### src/rtl/fakepll_core.sv
// fakepll_core: behavioural PLL stand-in. An OFF/ACQ/LOCK/BYP state machine
// produces frequency and phase lock flags. Once phase lock is reached, each
// output channel runs a divider counter and emits one-cycle enable strobes.

// Per-channel divider counter and registered strobe.
module fakepll_chan #(
  parameter int DW = 8
) (
  input  logic          clk,
  input  logic          reset,
  input  logic          load,      // phaselock rising this edge
  input  logic          run,       // phaselock currently set
  input  logic          pl_n,      // phaselock value after this edge
  input  logic          byp_hold,  // staying in bypass across this edge
  input  logic          clken,
  input  logic [DW-1:0] divout,
  input  logic [DW-1:0] phase,
  output logic          clkout
);

  logic [DW-1:0] cnt, cnt_n;

  // Counter update: load the phase offset when lock is acquired, else wrap at divout.
  // A counter above a freshly lowered divout wraps naturally through all-ones.
  always_comb begin
    cnt_n = cnt;
    if (load)     cnt_n = (phase > divout) ? '0 : phase;
    else if (run) cnt_n = (cnt == divout) ? '0 : cnt + DW'(1);
  end

  // The strobe is registered with the counter, so it is high while the counter sits on divout.
  always_ff @(posedge clk) begin
    if (reset) begin
      cnt    <= '0;
      clkout <= 1'b0;
    end else begin
      cnt    <= cnt_n;
      clkout <= byp_hold ? clken : (pl_n & clken & (cnt_n == divout));
    end
  end

endmodule

module fakepll_core #(
  parameter int NOUT     = 8,
  parameter int DW       = 8,
  parameter int FBW      = 16,
  parameter int LOCKCYC  = 64,
  parameter int PHASECYC = 16,
  parameter int SW       = 32
) (
  input  logic                 clk,
  input  logic                 reset,
  input  logic                 en,
  input  logic                 bypass,
  input  logic [FBW-1:0]       divfb,
  input  logic [NOUT-1:0]      clken,
  input  logic [NOUT*DW-1:0]   divout,
  input  logic [NOUT*DW-1:0]   phase,
  output logic [NOUT-1:0]      clkout,
  output logic                 freqlock,
  output logic                 phaselock,
  output logic [SW-1:0]        status
);

  localparam int AW = (LOCKCYC  > 1) ? $clog2(LOCKCYC)  : 1;
  localparam int PW = (PHASECYC > 1) ? $clog2(PHASECYC) : 1;

  typedef enum logic [1:0] {OFF = 2'd0, ACQ = 2'd1, LOCK = 2'd2, BYP = 2'd3} state_t;

  state_t                  state, state_n;
  logic [AW-1:0]           acq_cnt;
  logic [PW-1:0]           ph_cnt;
  logic [FBW-1:0]          divfb_q;
  logic [7:0]              relock;
  logic                    pl_n, pl_rise, byp_hold;
  logic [NOUT-1:0][DW-1:0] divout_v, phase_v;

  assign divout_v = divout;
  assign phase_v  = phase;

  // Next-state selection: enable, then bypass, then the acquire/lock progression.
  always_comb begin
    state_n = state;
    if (!en)         state_n = OFF;
    else if (bypass) state_n = BYP;
    else begin
      case (state)
        OFF, BYP: state_n = ACQ;
        ACQ:      if (acq_cnt == AW'(LOCKCYC - 1)) state_n = LOCK;
        LOCK:     if (divfb != divfb_q) state_n = ACQ;
        default:  state_n = state;
      endcase
    end
  end

  // Phase lock is sticky within one LOCK residency and drops on the edge LOCK is left.
  always_comb begin
    pl_n     = (state == LOCK) && (state_n == LOCK) &&
               (phaselock || (ph_cnt == PW'(PHASECYC - 1)));
    pl_rise  = pl_n & ~phaselock;
    byp_hold = (state == BYP) && (state_n == BYP);
  end

  // State, residency counters, feedback divider history and relock counter.
  always_ff @(posedge clk) begin
    if (reset) begin
      state     <= OFF;
      acq_cnt   <= '0;
      ph_cnt    <= '0;
      divfb_q   <= divfb;
      relock    <= '0;
      freqlock  <= 1'b0;
      phaselock <= 1'b0;
    end else begin
      state     <= state_n;
      divfb_q   <= divfb;
      freqlock  <= (state_n == LOCK);
      phaselock <= pl_n;
      if (state_n == ACQ && state != ACQ) acq_cnt <= '0;
      else if (state == ACQ)              acq_cnt <= acq_cnt + AW'(1);
      if (state_n == LOCK && state != LOCK)                       ph_cnt <= '0;
      else if (state == LOCK && ph_cnt != PW'(PHASECYC - 1))      ph_cnt <= ph_cnt + PW'(1);
      if (state == LOCK && state_n == ACQ && relock != 8'hFF)     relock <= relock + 8'd1;
    end
  end

  // Status word: state code and relock count, everything else zero.
  always_comb begin
    status       = '0;
    status[1:0]  = state;
    status[15:8] = relock;
  end

  generate
    for (genvar i = 0; i < NOUT; i++) begin : g_ch
      fakepll_chan #(.DW(DW)) u_ch (
        .clk      (clk),
        .reset    (reset),
        .load     (pl_rise),
        .run      (phaselock),
        .pl_n     (pl_n),
        .byp_hold (byp_hold),
        .clken    (clken[i]),
        .divout   (divout_v[i]),
        .phase    (phase_v[i]),
        .clkout   (clkout[i])
      );
    end
  endgenerate

endmodule

### config.mk
export PLATFORM = sky130hd
export DESIGN_NAME = fakepll_core
export DESIGN_NICKNAME = d
export VERILOG_FILES = /design/src/rtl/fakepll_core.sv
export SDC_FILE = /design/constraint.sdc
export NUM_CORES = 1
export LEC_CHECK = 0
export BUFFER_PORTS_ARGS = -buffer_cell sky130_fd_sc_hd__buf_2
export CORE_ASPECT_RATIO = 1.4
export CORE_MARGIN = 8
export CORE_UTILIZATION = 56
export CTS_CLUSTER_SIZE = 28
export DETAILED_ROUTE_END_ITERATION = 12
export GPL_TIMING_DRIVEN = 0
export PLACE_DENSITY_LB_ADDON = 0.2
export SLEW_MARGIN = 20
export SYNTH_ARGS = -nofsm -noshare
export SYNTH_HDL_FRONTEND = slang
export SYNTH_SLANG_ARGS = --single-unit
### constraint.sdc
create_clock -name clk -period 4.2 [get_ports clk]
set_input_delay 1.26 -clock clk [delete_from_list [all_inputs] [get_ports clk]]
set_output_delay 1.26 -clock clk [all_outputs]
set_load 0.02 [all_outputs]
**Yosys cells after proc, flatten, opt, wreduce, memory -nomap -nowiden**

Index checks and enable logic that the tools add are counted.

- $add $sub $neg: 11
- $lt $le $gt $ge: 8
- Eq/ne operators: 29
- Muxes and demuxes: 45
- Bitwise operators: 18
- Reductions and logical operators: 13

Operator list:

| kind | number |
|---|---|
| 2-to-1 mux 8 bit | 32 |
| equality test 8 bit | 16 |
| adder 8 x 1 -> 8 bit (second input constant) | 9 |
| greater-than comparator 8 bit | 8 |
| bitwise AND 1 bit | 17 |
| != test 16 bit | 1 |
| equality test 2 bit (second input constant) | 4 |
| logical AND 1 bit | 8 |
| 2-to-1 mux 1 bit | 8 |
| 2-to-1 mux 2 bit | 4 |
| != test 8 bit (second input constant) | 1 |
| adder 6 x 1 -> 6 bit (second input constant) | 1 |
| equality test 6 bit (second input constant) | 1 |
| one-hot mux 2 bit (3 select lines) | 1 |
| OR reduction 2 bit | 3 |
| adder 4 x 1 -> 4 bit (second input constant) | 1 |
| equality test 2 x 1 -> 1 bit (second input constant) | 2 |
| equality test 4 bit (second input constant) | 1 |
| != test 4 bit (second input constant) | 1 |
| logical NOT 2 bit | 1 |
| != test 2 x 1 -> 1 bit (second input constant) | 1 |
| != test 2 bit (second input constant) | 1 |
| logical OR 1 bit | 1 |
| NOT 1 bit | 1 |

- Register bits: 110
- Input port bits: 156

**Depth between registers and ports, before layout**

- Word-level depth: 13
- Mapped depth: 14

**Cells and area by module**

From an unflattened synthesis, not the netlist that was laid out.

- Cells, all modules: 987
- Area total of the unflattened synthesis: 8,813.5 um^2

Modules (own cells, without submodules):

| module | times used | cells each | area an instance (um^2) | sequential area each (um^2) |
|---|---|---|---|---|
| fakepll_chan | 8 | 98 | 870.8 | 180.2 |
| fakepll_core | 1 | 203 | 1,846.8 | 760.7 |

**Worst setup path after synthesis**

OpenSTA, ideal clock, no wires.

- Path type: input -> register
- Start: input port divfb[15]
- End: register g_ch[0].u_ch.clkout
- Library setup time: 0.074 ns
- Arrival time: 3.467 ns
- Required time: 4.126 ns
- Setup slack: 0.658 ns
- Stages: 11
- Path through: xor2_1 -> nor4_1 -> and4_1 -> buf_2 -> clkbuf_1 -> a21oi_1 -> a31oi_1 -> xnor2_1 -> nand4b_1 -> or4_4 -> o22ai_2

- Cells in the longest elaborated chain, start to end: 13
- Elaborated cells between the ends (all ways): 16
- Classes of those cells: 4 x eq/ne; 6 x mux; 3 x bitwise; 3 x reduce/logical

Ends and longest elaborated chain:

| element | line | text |
|---|---|---|
| start, declared | 56 | `input logic [FBW-1:0] divfb,` |
| != test 16 bit (*) | 91 | `LOCK: if (divfb != divfb_q) state_n = ACQ;` |
| 2-to-1 mux 2 bit (*) | 91 |  |
| one-hot mux 2 bit (3 select lines) (*) | 88 | `case (state)` |
| 2-to-1 mux 2 bit (*) | 86 | `else if (bypass) state_n = BYP;` |
| 2-to-1 mux 2 bit (*) | 85 | `if (!en) state_n = OFF;` |
| equality test 2 bit | 99 | `pl_n = (state == LOCK) && (state_n == LOCK) &&` |
| logical AND 1 bit (2 in series) | 99 |  |
| bitwise AND 1 bit | 101 | `pl_rise = pl_n & ~phaselock;` |
| 2-to-1 mux 8 bit | 27 | `if (load) cnt_n = (phase > divout) ? '0 : phase;` |
| equality test 8 bit | 38 | `clkout <= byp_hold ? clken : (pl_n & clken & (cnt_n == divout));` |
| bitwise AND 1 bit | 38 |  |
| 2-to-1 mux 1 bit (*) | 38 |  |
| end signal, assigned | 38 |  |
| end, declared | 18 | `output logic clkout` |

Mark *: on every way between the ends. The rest lies on a longest branch, timed or not.
A chain may end at the register's enable or synchronous reset.

**Worst setup path after layout**

- Start: input port divfb[0]
- End: register g_ch[1].u_ch.clkout

- Cells in the longest elaborated chain, start to end: 13
- Elaborated cells between the ends (all ways): 16
- Classes of those cells: 4 x eq/ne; 6 x mux; 3 x bitwise; 3 x reduce/logical

Ends and longest elaborated chain:

| element | line |
|---|---|
| != test 16 bit (*) | 91 |
| 2-to-1 mux 2 bit (*) | 91 |
| one-hot mux 2 bit (3 select lines) (*) | 88 |
| 2-to-1 mux 2 bit (*) | 86 |
| 2-to-1 mux 2 bit (*) | 85 |
| equality test 2 bit | 99 |
| logical AND 1 bit (2 in series) | 99 |
| bitwise AND 1 bit | 101 |
| 2-to-1 mux 8 bit | 27 |
| equality test 8 bit | 38 |
| bitwise AND 1 bit | 38 |
| 2-to-1 mux 1 bit (*) | 38 |
| end signal, assigned | 38 |
| end, declared | 18 |

Marks and branches as above.

==> metrics <==
fin crit share=94.2%; # IOs=198; WS Path Type=in -> reg; Die Width=124 um; Cell variety after synth=75; reg2reg end=g_ch[1].u_ch.clkout$_SDFF_PP0_; Post-synth top flop=dfxtp_1; Slew headroom=29.2%; CTS Buf Count=9; share of layout cells above drive strength 1=18.8%; synth cell count leaders=134 x xnor2_1, 110 x dfxtp_1, 101 x nor2_1, 92 x nand2_1, 82 x inv_1; CTS tree=done; first-pass GRT wire length=45,300 um; Avg WL per Cell=18.1 um; gr usage total=26.6%; fin crit period=3.95 ns; hold endpoint=ph_cnt[2]$_SDFFE_PP0P_; f_max=253 MHz; initial DRC count=663; Post-synth EDFFs=0; Synth area leaders=dfxtp_1 24%, xnor2_1 13%, ha_1 11%; status=finished clean; RSZ-0062 raised after global routing=no; initial antenna violation count=5; Die Area=0.0209 sq mm; Worst Tran Pin Value=1.05 ns; deepest clock path buffer count=2; Synth top area share=23.9%; final hold vios=0; post-CTS setup buffer count=0; Area growth syn-to-layout=16.3%; drt total wl=28,500 um; Worst-Skew Late Latency=0.37 ns; Clock transition at path regs=0.08 ns; Die Height=168 um; Max Slew Vio Count=0; mean post-synth cell area=7.89 sq um; via count=9,183; area post-placement=0.0104 sq mm; Synth Register Bits=110; PostCTS Resize Cnt=0; core box area=0.0161 sq mm; Critical Path End Type=flop; WHS=0.521 ns; Mapped Area=0.00920 sq mm; Pre-Repair DR Iteration Count=5; Synth area leader=dfxtp_1; Via-to-Cell Ratio=5.82; number of global-route vias before repair=9,469; Hold Crit Start=ph_cnt[2]$_SDFFE_PP0P_; final net count=1,605; Pwr Density=229 mW/mm^2; register area share after synthesis=23.9%; row cnt=55; Hold Crit Class=reg -> reg; root buffer cell=clkbuf_16; Detail Placement HPWL=22,800 um; largest net degree at the start of global routing=22; Static Leak=4.70 nW; Worst EP required=4.52 ns; I/O Buffers=174; GPL Wtd Cong=0.942; Ys Warns=0; clk sink count=110; Starting Density=57.2%; global route overflow=0; most frequent cell after synthesis=xnor2_1; hold_buf cts=0; Finished Cell Area=0.0107 sq mm; r2r startpoint=phaselock$_SDFF_PP0_; crit path DAT=4.27 ns; DRT antenna net count=0; Final Setup Violations=0; setup TNS=0 ns; Syn Inst Count=1,166; Max H-tree Level=3; MaxCap Viol Count=0; Worst Hold Depth=1; R2R depth=9; Startpoint Class=primary input; FFs w/ async S/R, synth=0%; DRC=0; VDD IR-drop max=0.234 mV; Layout Skew=0.00985 ns; FF-to-FF setup slack=0.63 ns; CP Max Fanout=10
==> metal layers <==
| layer | GRT usage, % | vias to the layer above | wire length, um |
|---|---|---|---|
| met3 | 6.60 | 102 | 2050 |
| met1 | 27.0 | 4237 | 10700 |
| met5 | 0 | - | 34 |
| met4 | 16.6 | 6 | 1360 |
| li1 | - | 4488 | - |
| met2 | 47.8 | 350 | 14400 |
==> power breakdown <==
group	internal (mW)	leakage (nW)	switching [mW]
Combinational	0.210	3.66	0.285
Sequential	1.06	0.893	0.0105
Clock	0.425	0.148	0.461
==> logic make-up (layout without fill, tap and decap cells) <==
logic type	count (synthesis)	in the layout	share of synthesized area (%)
DFF	110	110	23.9
and+or+nand+nor	403	403	21.8
buffers and inverters	150	339	7.99
xor gates and xnor gates	184	184	17.5
other	1	25	0.0407
AOI/OAI and AO/OA	230	230	17.0
adders and majority gates	78	78	10.6
muxes	10	10	1.11
==> area by class of cell <==
cell class              instances  area (sq um)
flip-flops and latches        110          2200
diodes                          3          7.51
fillers                      1468          5400
multi-input cells             927          6340
repair buffers                174           871
clock inverters                 7          71.3
clock buffers                   9           225
plain buffers                  67           425
well taps                     199           249
inverters                      82           308
==> through the flow <==
step | setup slack [ns] | utilization, % | std cells | power, mW
3_5_place_dp | -0.251 | 64.6 | 1560 | 1.58
2_1_floorplan | 0.658 | - | 1187 | 1.39
6_report | 0.245 | 66.5 | 1578 | 2.45
3_3_place_gp | -0.239 | 64.6 | 1560 | 1.57
4_1_cts | 0.128 | 66.4 | 1576 | 2.45
5_1_grt | 0.0154 | 66.5 | 1577 | 2.54
==> flip-flops by register name (all words and copies together) (netlist names) <==
register and count:
g_ch.u_ch.clkout 8, divfb_q 16, relock 8, state 2, freqlock 1, g_ch.u_ch.cnt 64
acq_cnt 6, phaselock 1, ph_cnt 4
==> layout by cell type, fill, tap and decap left out, types with 8 or more instances in the layout <==
cell type  netlist  final
clkbuf_1        23     21
inv_1           82     82
a31oi_1         19     19
o21ai_0         32     32
and3_1          19     19
a21o_1          17     17
nor2b_1          8      8
o2bb2ai_1        9      9
nor2_1         101    101
o211ai_1         9      9
a21oi_1         62     62
dfxtp_1        110    110
buf_2            3    177
buf_4           35     35
mux2i_1          8      8
nand4_1         44     44
clkbuf_16        0      9
xnor2_1        134    134
conb_1           1     22
nand3_1         44     44
and2_1          15     15
xor2_1          50     50
a22oi_1         10     10
nor3_1          33     33
nand2_1         92     92
ha_1            78     78
nor4_1          13     13
==> how the worst max path moves through the flow <==
stage | to | slack [ns] | cells after the start | from
final | g_ch[1].u_ch.clkout$_SDFF_PP0_ | 0.25 | 10 | divfb[0]
after global routing | g_ch[1].u_ch.clkout$_SDFF_PP0_ | 0.02 | 10 | divfb[0]
after CTS | g_ch[0].u_ch.clkout$_SDFF_PP0_ | 0.13 | 12 | divfb[0]
after detailed placement | g_ch[0].u_ch.clkout$_SDFF_PP0_ | -0.25 | 12 | divfb[0]
after global placement | g_ch[0].u_ch.clkout$_SDFF_PP0_ | -0.24 | 12 | divfb[0]
after floorplan | g_ch[0].u_ch.clkout$_SDFF_PP0_ | 0.66 | 11 | divfb[15]
==> worst max-delay path, stage by stage <==
cell and delay, ns:
buf_2 0.11, xor2_1 0.13, nor4_1 0.40, nand4_1 0.45
buf_2 0.37, o21ai_0 0.18, a21oi_1 0.11, nand3b_1 0.60
nor3b_1 0.51, a21o_1 0.13
Power figures use the tool's default switching activity.
